**src/rtl/fetch_pc_unit.sv**
```systemverilog
`default_nettype none
// ============================================================================
// Module   : fetch_pc_unit
// Purpose  : Instruction-fetch front end. Owns the architectural PC, issues
//            word requests to instruction memory over a req/ready handshake,
//            presents fetched instructions to decode, flags misaligned or
//            out-of-window fetch addresses, and buffers flush redirects that
//            arrive while a memory access is outstanding.
// Revision : 1.0 - initial release
// ============================================================================
module fetch_pc_unit #(
    parameter logic [31:0] RESET_PC = 32'h0000_3000,
    parameter logic [31:0] IM_BASE  = 32'h0000_3000,
    parameter logic [31:0] IM_SIZE  = 32'h0000_4000
) (
    input  logic        clk,
    input  logic        reset,
    input  logic [31:0] next_pc,
    input  logic        stall,
    input  logic        flush,
    input  logic [31:0] flush_pc,
    output logic        imem_req,
    output logic [31:0] imem_addr,
    input  logic        imem_ready,
    input  logic [31:0] imem_rdata,
    output logic [31:0] curr_pc,
    output logic [31:0] instr,
    output logic        instr_valid,
    output logic        fetch_fault,
    output logic [31:0] badvaddr
);

    typedef enum logic [1:0] {
        S_REQ   = 2'd0,
        S_WAIT  = 2'd1,
        S_VALID = 2'd2
    } state_t;

    // Legal window bounds, widened to 33 bits so the upper bound cannot wrap.
    localparam logic [32:0] C_WIN_LO = {1'b0, IM_BASE};
    localparam logic [32:0] C_WIN_HI = {1'b0, IM_BASE} + {1'b0, IM_SIZE};

    state_t      state_q;
    logic [31:0] pc_q;
    logic [31:0] instr_q;
    logic        instr_valid_q;
    logic        fetch_fault_q;
    logic [31:0] badvaddr_q;
    logic        pending_flush_q;
    logic [31:0] pending_pc_q;

    logic [32:0] w_pc_ext;
    logic        w_fault;

    // Fetch-address legality: word alignment and window membership of the PC.
    always_comb begin
        w_pc_ext = {1'b0, pc_q};
        w_fault  = (pc_q[1:0] != 2'b00)
                 | (w_pc_ext < C_WIN_LO)
                 | (w_pc_ext >= C_WIN_HI);
    end

    // Memory request: a fresh legal request in S_REQ, or held through S_WAIT;
    // reset masks it so an abandoned access is not re-presented.
    always_comb begin
        imem_req  = !reset && ((state_q == S_WAIT) ||
                               ((state_q == S_REQ) && !w_fault));
        imem_addr = pc_q;
    end

    assign curr_pc     = pc_q;
    assign instr       = instr_q;
    assign instr_valid = instr_valid_q;
    assign fetch_fault = fetch_fault_q;
    assign badvaddr    = badvaddr_q;

    // Fetch sequencer: PC update, handshake tracking, decode-facing outputs.
    always_ff @(posedge clk or posedge reset) begin
        if (reset) begin
            state_q         <= S_REQ;
            pc_q            <= RESET_PC;
            instr_q         <= 32'h0;
            instr_valid_q   <= 1'b0;
            fetch_fault_q   <= 1'b0;
            badvaddr_q      <= 32'h0;
            pending_flush_q <= 1'b0;
            pending_pc_q    <= 32'h0;
        end else begin
            case (state_q)
                S_REQ: begin
                    pending_flush_q <= 1'b0;
                    if (flush) begin
                        // Redirect wins; any data returned this cycle is dropped.
                        pc_q <= flush_pc;
                    end else if (w_fault) begin
                        // Deliver a fault bubble instead of touching memory.
                        instr_q       <= 32'h0;
                        fetch_fault_q <= 1'b1;
                        badvaddr_q    <= pc_q;
                        instr_valid_q <= 1'b1;
                        state_q       <= S_VALID;
                    end else if (imem_ready) begin
                        instr_q       <= imem_rdata;
                        fetch_fault_q <= 1'b0;
                        instr_valid_q <= 1'b1;
                        state_q       <= S_VALID;
                    end else begin
                        state_q <= S_WAIT;
                    end
                end

                S_WAIT: begin
                    if (imem_ready) begin
                        if (flush) begin
                            // A same-cycle flush is the most recent target.
                            pc_q            <= flush_pc;
                            pending_flush_q <= 1'b0;
                            state_q         <= S_REQ;
                        end else if (pending_flush_q) begin
                            pc_q            <= pending_pc_q;
                            pending_flush_q <= 1'b0;
                            state_q         <= S_REQ;
                        end else begin
                            instr_q       <= imem_rdata;
                            fetch_fault_q <= 1'b0;
                            instr_valid_q <= 1'b1;
                            state_q       <= S_VALID;
                        end
                    end else if (flush) begin
                        // Access still in flight: remember the latest redirect.
                        pending_flush_q <= 1'b1;
                        pending_pc_q    <= flush_pc;
                    end
                end

                S_VALID: begin
                    if (flush) begin
                        pc_q          <= flush_pc;
                        instr_valid_q <= 1'b0;
                        fetch_fault_q <= 1'b0;
                        state_q       <= S_REQ;
                    end else if (!stall) begin
                        pc_q          <= next_pc;
                        instr_valid_q <= 1'b0;
                        fetch_fault_q <= 1'b0;
                        state_q       <= S_REQ;
                    end
                end

                default: begin
                    state_q       <= S_REQ;
                    instr_valid_q <= 1'b0;
                end
            endcase
        end
    end

endmodule
`default_nettype wire
```
**config.mk**
```make
export PLATFORM = sky130hd
export DESIGN_NAME = fetch_pc_unit
export DESIGN_NICKNAME = d
export VERILOG_FILES = /design/src/rtl/fetch_pc_unit.sv
export SDC_FILE = /design/constraint.sdc
export NUM_CORES = 1
export LEC_CHECK = 0
export CELL_PAD_IN_SITES_DETAIL_PLACEMENT = 0
export CELL_PAD_IN_SITES_GLOBAL_PLACEMENT = 1
export CORE_UTILIZATION = 34
export CTS_CLUSTER_DIAMETER = 30
export DETAILED_ROUTE_END_ITERATION = 12
export GPL_ROUTABILITY_DRIVEN = 0
export PLACE_DENSITY_LB_ADDON = 0.1
export REMOVE_ABC_BUFFERS = 1
export SYNTH_ARGS = -nofsm -noshare
export SYNTH_HDL_FRONTEND = slang
export SYNTH_SLANG_ARGS = --single-unit
export TNS_END_PERCENT = 1
```
**constraint.sdc**
```tcl
create_clock -name clk -period 4.8 [get_ports clk]
set_input_delay 0.96 -clock clk [delete_from_list [all_inputs] [get_ports clk]]
set_output_delay 0.96 -clock clk [all_outputs]
set_load 0.02 [all_outputs]
```
# [Word-level counts from Yosys, hierarchy flattened]
# Cells that the tools add are included.
[totals] register_bits=133 input_bits=101 out_inout_bits=131 wordCells=84
[classes] order_cmp=2 eq_ne=11 mux=42 bitwise_logic=4 reduce_logical=17
[ops] cell="$mux 32" count=12
[ops] cell="$pmux 32 s3" count=1
[ops] cell="$pmux 32 s2" count=1
[ops] cell="$ge 32x15->1 const B" count=1
[ops] cell="$lt 32x14->1 const B" count=1
[ops] cell="$mux 1" count=16
[ops] cell="$mux 2" count=8
[ops] cell="$ne 3x3->1 const B" count=4
[ops] cell="$reduce_and 6->1" count=2
[ops] cell="$ne 2x2->1 const B" count=5
[ops] cell="$reduce_and 3->1" count=3
[ops] cell="$reduce_and 7->1" count=1
[ops] cell="$pmux 1 s3" count=2
[ops] cell="$pmux 2 s3" count=1
[ops] cell="$reduce_and 5->1" count=1
[ops] cell="$reduce_bool 2->1" count=2
[ops] cell="$reduce_bool 3->1" count=1
[ops] cell="$eq 2x1->1 const B" count=1
[ops] cell="$eq 2x2->1 const B" count=1
[ops] cell="$logic_and 1x1->1" count=2
[ops] cell="$logic_not 1->1" count=2
[ops] cell="$logic_not 2->1" count=1
[ops] cell="$not 1->1" count=2
[ops] cell="$or 1x1->1" count=2
[ops] cell="other kinds (3)" count=3

# [Logic depth before layout (Yosys ltp)]
# Gate-level depths: netlist (run 1).
[logic_depth] word_depth=7 ltp_mapped=8 ltp_nobuf=6

# [Worst setup path before layout (run 1)]
# No wires, ideal clock.
[synth_timing] kind="register -> output" startpoint="register state_q[1]" endpoint="output port imem_req" arrival_ns=1.623 path_slack_ns=2.217 stages_incl_launch_ff=7 n_path_buf=2 cell_sequence="dfrtp_1 -> inv_1 -> ha_1 -> clkbuf_1 -> clkbuf_1 -> inv_1 -> a21oi_1"
[synth_between] elab_chain_len=4
[synth_lines] element="start: declaration" line_no="43" text="state_t state_q;"
[synth_lines] element="start signal: assignment" line_no="80" text="state_q <= S_REQ;"
[synth_lines] element="start signal: assignment" line_no="101" text="state_q <= S_VALID;"
[synth_lines] element="start signal: assignment" line_no="106" text="state_q <= S_VALID;"
[synth_lines] element="$logic_not 2->1" line_no="67" text="((state_q == S_REQ) && !w_fault));"
[synth_lines] element="$logic_and 1x1->1" line_no="67"
[synth_lines] element="$logic_or 1x1->1 *" line_no="66" text="imem_req = !reset && ((state_q == S_WAIT) ||"
[synth_lines] element="$logic_and 1x1->1 *" line_no="66"
[synth_lines] element="end: declaration" line_no="22" text="output logic imem_req,"
# Mark *: on every way between the ends. The rest lies on a longest branch, timed or not.

# [Final worst setup path (run 1)]
[layout_timing] startpoint="register pc_q[28] (netlist: curr_pc[28])" endpoint="output port imem_req"
[layout_between] elab_chain_len=7
[layout_lines] element="start: declaration" line_no="44" text="logic [31:0] pc_q;"
[layout_lines] element="start signal: assignment" line_no="94" text="pc_q <= flush_pc;"
[layout_lines] element="start signal: assignment" line_no="116" text="pc_q <= flush_pc;"
[layout_lines] element="start signal: assignment" line_no="120" text="pc_q <= pending_pc_q;"
[layout_lines] element="$lt 32x14->1" line_no="59" text="| (w_pc_ext < C_WIN_LO)"
[layout_lines] element="$or 1x1->1" line_no="59"
[layout_lines] element="$or 1x1->1 *" line_no="60" text="| (w_pc_ext >= C_WIN_HI);"
[layout_lines] element="$logic_not 1->1 *" line_no="67"
[layout_lines] element="$logic_and 1x1->1 *" line_no="67"
[layout_lines] element="$logic_or 1x1->1 *" line_no="66"
[layout_lines] element="$logic_and 1x1->1 *" line_no="66"
# Marks and branches as above.

==> impl_summary.md, run 1 <==
Finish
The library cell used most frequently in the layout, excluding fill and tap cells, is clkdlybuf4s50_1. The area growth from synthesis to final layout is 46.1%. In the final layout, the share of cells above drive strength 1 is 0.174. The number of nets in the layout is slightly above 800. The number of inserted diodes is 0. Leaving out fill and tap cells, the most frequent cells in the layout are clkdlybuf4s50_1, dfrtp_1, mux2_2.

Die
The initial cell density of the core is 0.353. The x dimension of the die is between 100 and 150 µm. In this run the count of I/O pins placed on the die edge is between 200 and 250. The standard-cell row count is 48. The die outline area is roughly 19,000 µm². The floorplan step defined a core boundary enclosing roughly 18,000 µm². The height of the die is 137 µm.

Worst setup path
The worst setup path startpoint is curr_pc[28]. The required time at the worst-slack endpoint is roughly 3800 ps. In this run the worst path has a maximum fanout of 5. The endpoint kind of the worst setup timing path is an output port. Data arrives at the worst endpoint at 2750 ps.

The worst setup path category is flip-flop to output port. The launch instance of the worst register-to-register path is state_q[1]. The element type at the critical path start is a flip-flop.

Detailed routing
Detailed routing placed a total of approximately 1400 µm of wire on met3. Using the TritonRoute via totals, the vias-per-cell ratio works out to approximately 5.1. Summed over all nets, wire length on met2 after detailed routing comes to around 8100 µm. The first detailed-routing pass ran for 4 iterations. The routed design has between 15,000 and 20,000 µm of wire. The detailed-route DRC error count is 0. The number of DRC violations after detailed-routing iteration 0 is 169. In this run the top signal layer used is met4. The average wire per standard cell is 18.7 µm. The overall via count from detail_route is ~4,800. After detailed routing, the wire length on met1 is 7930 µm. The count of antenna-violating nets left after detailed routing is 0.

Synth
Each instance of the synthesized netlist takes up on average around 12 µm². The synthesized-area fraction occupied by and/or/nand/nor cells is 0.0590. The count of mapped cells out of synthesis is between 500 and 600. The async set or reset register ratio after synthesis is 1.00. In this run, synthesis produced a sequential element count of 133. The post-synthesis instance area is around 6200 µm². The number of warnings printed during yosys synthesis is 0. The number of flops mapped to enable cells by yosys is 0. The xor/xnor cell area share of the yosys netlist is 0.

The area fraction in compound gates after synthesis is 0.145. The portion of synthesized area spent on multiplexers is 0.180. Synthesis instantiated 42 different standard cells from the library.

Among all flip-flop cells after synthesis, the most frequent one is dfrtp_1. After synthesis, the largest family of logic cells by area is multiplexers. Of the total synthesized cell area, the portion taken by full adders, half adders and majority gates is 0.00809. For this run, the register share of the synthesized area comes to 0.538.

Power and ir drop
The total power per unit cell area is just under 600 nW/µm². Total power for the finished layout comes to 5.25 mW. The internal cell power is approximately 3.4 mW.

Of the total power, the share spent switching nets is 0.362. Of the total power, the clock network draws 0.246. The switching component of the power is 1.90 mW. The combinational cell fraction of total power is 0.437. The share of total power dissipated in sequential elements is 0.318.

The peak ir drop on the vdd network is between 0.3 and 0.4 mV. The analysis attributes to cell leakage a power of around 3.8 nW.

Clock network
The maximum number of buffers from clock root to sink is 2. Clock latency on the worst-skew pair, taken at its later pin, is around 410 ps. CTS built an H-tree with a depth of 4. The clock slew at the register clock pins of the worst setup and hold paths is approximately 60 ps. The clock tree from TritonCTS is yes.

After clock tree synthesis, the repair step resized 0 gates. Once the clock tree was built, the setup fixing pass inserted 0 buffers. The number of buffers created by CTS is 17. The buffer cell driving the clock tree root is clkbuf_16.

The cts-stage hold buffer count is 0. Clock tree synthesis found a total of between 100 and 150 sinks.

Timing
The largest clock skew in the final design is ~9.5 ps. The fmax is between 200 and 300 MHz. In the post-route analysis, the smallest setup slack over all paths is 1090 ps. The number of max-slew violations in the final report was 0. Setup repair after global routing left no endpoint under its margin. Measured against its own limit, the worst slew margin works out to 0.125. The number of setup violations in the final report is 0.

The share of the clock period used by the worst path after layout is 0.773. The setup TNS is 0 ps. The total count of hold-check failures in the final report is 0. For the pin with the worst max-slew slack, the measured transition is around 1300 ps. The smallest clock period supported by the final layout is computed as between 3000 and 4000 ps.

Status
The flow ran to the end, and the final reports show no timing, DRC or antenna violations.

Global routing
Entering global routing, the biggest net connects 115 pins. The number of global-route vias before repair is around 5,000. The wire length of the first global-routing pass is about 27,000 µm.

The final global-route overflow total is 0. In the global route stage, overall resource usage came out at 0.190. The number of antenna violations at the first check in global routing is 0.

Worst hold path
The type of the most critical hold path is flip-flop to flip-flop. The worst hold path begins at badvaddr[21].

Placement
The setup slack at placement is 1340 ps. Summed over all nets, the half-perimeter wirelength after detailed placement is 11,400 µm. The count of buffers added on input and output ports is 231.

Job
The count of maximum capacitance violations is 0.
## cells by family after synthesis
logic type,count (synthesis)
AOI/OAI and AO/OA,118
adders and majority gates,4
buffers and inverters,73
DFF,133
muxes,99
and+or+nand+nor,84
## critical path, stage by stage, from the launching register on
cell and delay [ps]:
dfrtp_1 430, nor4_1 530, and3_1 370, nand3_1 200, a21oi_1 180, clkdlybuf4s50_1 620
## worst paths after layout
kind                                 to  slack (ps)  cells past startpoint
setup / recovery               imem_req        1090                      5
hold / removal             badvaddr[21]         490                      1
setup reg to reg              instr[30]        1600                      6
hold reg to reg            badvaddr[21]         490                      1
max in group asynchronous  badvaddr[29]        2650                      3
min in group asynchronous  badvaddr[23]        1200                      2
## area by class of cell
| class | count | area, µm² |
|---|---|---|
| Clock inverter | 7 | 67.6 |
| Fill cell | 1546 | 8500 |
| Inverter | 5 | 23.8 |
| Tap cell | 225 | 282 |
| Timing Repair Buffer | 239 | 2370 |
| Sequential cell | 133 | 3330 |
| Multi-Input combinational cell | 305 | 2440 |
| Clock buffer | 25 | 526 |
## per-layer routing
metal / GRT usage / up-vias
met3: 0.0607 / 9
met4: 0.0592 / 0
li1: - / 2232
met2: 0.303 / 177
met5: 0 / -
met1: 0.244 / 2374
## per-stage QoR
step / hold WS [ps] / util / instance area, µm² / std cells
floorplan: 480 / - / 5770 / 443
global placement: 472 / 0.482 / 8450 / 907
detailed placement: 480 / 0.482 / 8450 / 907
CTS: 493 / 0.516 / 9040 / 939
global route: 516 / 0.516 / 9040 / 939
finish: 491 / 0.516 / 9040 / 939
## power by group through the flow
stage / sequential (mW) / combinational, mW / clock [mW]
finish: 1.67 / 2.29 / 1.29
global route: 1.71 / 2.44 / 1.37
CTS: 1.67 / 2.32 / 1.32
detailed placement: 1.69 / 2.31 / 0
global placement: 1.67 / 2.29 / 0
floorplan: 2.11 / 0.700 / 0
## sequential cells by signal (all words and copies together), names as in the netlist
| name | count |
|---|---|
| badvaddr | 32 |
| curr_pc | 32 |
| fetch_fault | 1 |
| instr | 32 |
| instr_valid | 1 |
| pending_flush_q | 1 |
| pending_pc_q | 32 |
| state_q | 2 |
## Yosys cell counts, types with 2 or more instances
cell | n | share of area
a21oi_1 | 2 | 0.0016
a22oi_1 | 33 | 0.040
and3b_1 | 2 | 0.0028
buf_2 | 13 | 0.011
buf_4 | 32 | 0.039
buf_6 | 3 | 0.0055
clkbuf_1 | 19 | 0.012
dfrtp_1 | 131 | 0.53
dfstp_2 | 2 | 0.0085
ha_1 | 4 | 0.0081
inv_1 | 5 | 0.0030
mux2_1 | 21 | 0.038
mux2_2 | 75 | 0.14
mux2i_1 | 3 | 0.0049
nand2_1 | 63 | 0.038
nand2b_1 | 2 | 0.0020
nand3_1 | 2 | 0.0016
nor2_1 | 4 | 0.0024
nor2b_1 | 2 | 0.0020
nor3_1 | 2 | 0.0016
nor4_1 | 4 | 0.0040
o21ai_0 | 4 | 0.0032
o22ai_1 | 29 | 0.029
o2bb2ai_1 | 35 | 0.050
o31ai_1 | 2 | 0.0024
Power figures use the tool's default switching activity.
==> inputs of run 2 (changes only) <==
clock period = 3.8 ns   (was 4.8 ns; I/O delays follow)
==> impl_summary.md, run 2 (synthesis gave the netlist of run 1 again) <==
Finish
The sequential cell area in the final layout is 3330 µm² (unchanged). The most common library cell in the layout ignoring fill and taps is clkdlybuf4s50_1. The top cell types in the final layout, fill and taps aside, are clkdlybuf4s50_1, dfrtp_1, mux2_2.

From synthesis to final layout, the design area changed by 47.4%. The number of inserted diodes is 0 (unchanged). The layout cell share with drive strength beyond 1 was 0.180 (+0.00600). The number of nets in the layout was 810 (+0.50%). The fill cell instance count of the final layout is 1,529 (-1.1%). The multi-input logic area was 2440 µm² (unchanged).

Timing
The number of max-slew violations in the final report is 0 (unchanged). Setup repair after global routing left no endpoint under its margin. The actual slew at the worst max-slew pin is 692 ps (-612 ps). The largest clock skew in the final design is 9.23 ps (-0.271 ps).

The total count of hold-check failures in the final report came to 0 (unchanged). The minimum period implied by the final worst setup slack is ~3600 ps. In the finished design, the share of the clock period the worst path needs comes to 0.936. The setup TNS came to 0 ps (unchanged). The number of setup violations in the final report is 0 (unchanged). The worst hold slack across all endpoints is 490 ps (-1.61 ps). The fmax is 281 MHz. The max-slew headroom at the worst pin is 0.538 (+0.413).

Worst setup path
By startpoint and endpoint, the worst setup path is classified as flip-flop to output port. The worst setup path is launched from a flip-flop. STA classifies the critical path endpoint as an output port. The launch instance of the worst register-to-register path is curr_pc[29]. The signal on the critical path passes through nor4_1, and3_1, nand3_1, a21oi_1, clkdlybuf4s50_1. The required time at the worst-slack endpoint is 3040 ps (-800 ps). The maximum cell stage delay along the critical path is 630 ps (about the same).

The kind of cell with the highest combined delay along the critical path is simple AND/OR/NAND/NOR gates. The library cell contributing the largest single delay on the critical path is clkdlybuf4s50_1. The buffers plus inverters on the worst setup path is 1 (unchanged).

The critical path starts at curr_pc[29]. The largest driver fanout on the critical path is 5 (unchanged). The arrival time reported for the critical path endpoint is 2800 ps (+50 ps).

Placement
The detailed-placement wirelength estimate came to 11,800 µm (+3.4%). The quantity of I/O buffers inserted on ports is 231 (unchanged).

Power and ir drop
The overall power is 6.73 mW (+28%). The total power per unit cell area came to 738 nW/µm² (+27%). The leakage power total came to 3.83 nW (+0.82%). The peak ir drop on the vdd network is 0.463 mV (+46%).

Die
The count of pins on the block boundary is 232 (unchanged). The standard-cell row count was 48 (unchanged). The height of the die is 137 µm (unchanged). The die outline area is 18,700 µm² (unchanged). The initial cell density of the core was 0.353 (unchanged).

The area inside the core boundary came to 17,500 µm² (unchanged). The x dimension of the die is 137 µm (unchanged).

Clock network
The H-tree level count is 4 (unchanged). The cts-stage hold buffer count is 0 (unchanged). The number of buffers created by CTS is 17 (unchanged). The buffer cell driving the clock tree root is clkbuf_16. TritonCTS built the clock tree. The number of buffers inserted by post-CTS setup repair was 0 (unchanged). The quantity of gates resized following cts is 0 (unchanged). The number of sinks handled by clock tree synthesis came to 133 (unchanged). The maximum number of buffers from clock root to sink is 2 (unchanged). The clock slew at the register clock pins of the worst setup and hold paths is 60 ps (about the same). The latest clock arrival within the worst-skew pair came to 410 ps (about the same).

Detailed routing
The number of vias per cell was 5.12 (+0.26%). The detailed-route DRC error count is 0 (unchanged). The first-pass iteration count of the detailed router is 5 (+1). The number of DRC violations after detailed-routing iteration 0 is 163 (-3.6%).

The average wire per standard cell was 18.8 µm (+0.42%). The count of antenna-violating nets left after detailed routing is 0 (unchanged). The total wire length is 17,700 µm (+0.85%). The overall via count from detail_route came to 4,825 (+0.69%).

Worst hold path
The startpoint of the tightest hold check path is badvaddr[1]. The type of the most critical hold path is flip-flop to flip-flop.

Global routing
The number of global-route vias before repair is 5,011 (+2.8%). The largest net degree at the start of global routing is 74 (-36%). The number of antenna violations at the first check in global routing was 0 (unchanged).

The final global-route overflow total came to 0 (unchanged). The wire length of the first global-routing pass came to 27,500 µm (+2.9%). The overall track demand over capacity in global routing is 0.194 (+0.00451).

Job
The count of maximum capacitance violations is 0 (unchanged).

Status
The run finished with clean final reports.
## run 2: layer usage
layer / vias to the layer above / GRT usage / routed length [µm]
met5: - / 0 / 0
met4: 0 / 0.0720 / 289
met3: 18 / 0.0670 / 1540
met2: 191 / 0.311 / 8160
met1: 2382 / 0.241 / 7720
li1: 2234 / - / -
## run 2: report_power, final
part,switching (mW),internal [mW]
logic,1.49,1.45
registers,0.309,1.78
clock network,0.642,1.06
## run 2: area by class of cell
class | instances | area share
clock inverter | 14 | 0.0195
inverter | 5 | 0.00261
tap | 225 | 0.0309
multi-input combinational | 305 | 0.268
sequential | 133 | 0.365
clock buffer | 18 | 0.0482
timing repair buffer | 243 | 0.266
## run 2: worst register-to-register path, stage by stage, from the launching register on
cell	delay, ps
dfrtp_1	420
nor4_1	580
nand3_1	280
o21ai_4	550
buf_4	410
mux2_2	380
## run 2: worst paths after layout
check / end / slack (ps) / cells past startpoint
setup / recovery: imem_req / 240 / 5
hold / removal: badvaddr[1] / 490 / 1
setup reg to reg: badvaddr[30] / 1050 / 5
hold reg to reg: badvaddr[1] / 490 / 1
max in group asynchronous: curr_pc[13] / 2080 / 3
min in group asynchronous: pending_pc_q[23] / 870 / 2
## run 2: per-stage QoR
step / util / cell area [µm²] / setup WS (ps) / instances
3_5_place_dp: 0.485 / 8500 / 743 / 911
6_report: 0.520 / 9120 / 243 / 943
4_1_cts: 0.520 / 9120 / 266 / 943
2_1_floorplan: - / 5770 / -511 / 443
5_1_grt: 0.520 / 9120 / 142 / 943
3_3_place_gp: 0.485 / 8500 / 729 / 911
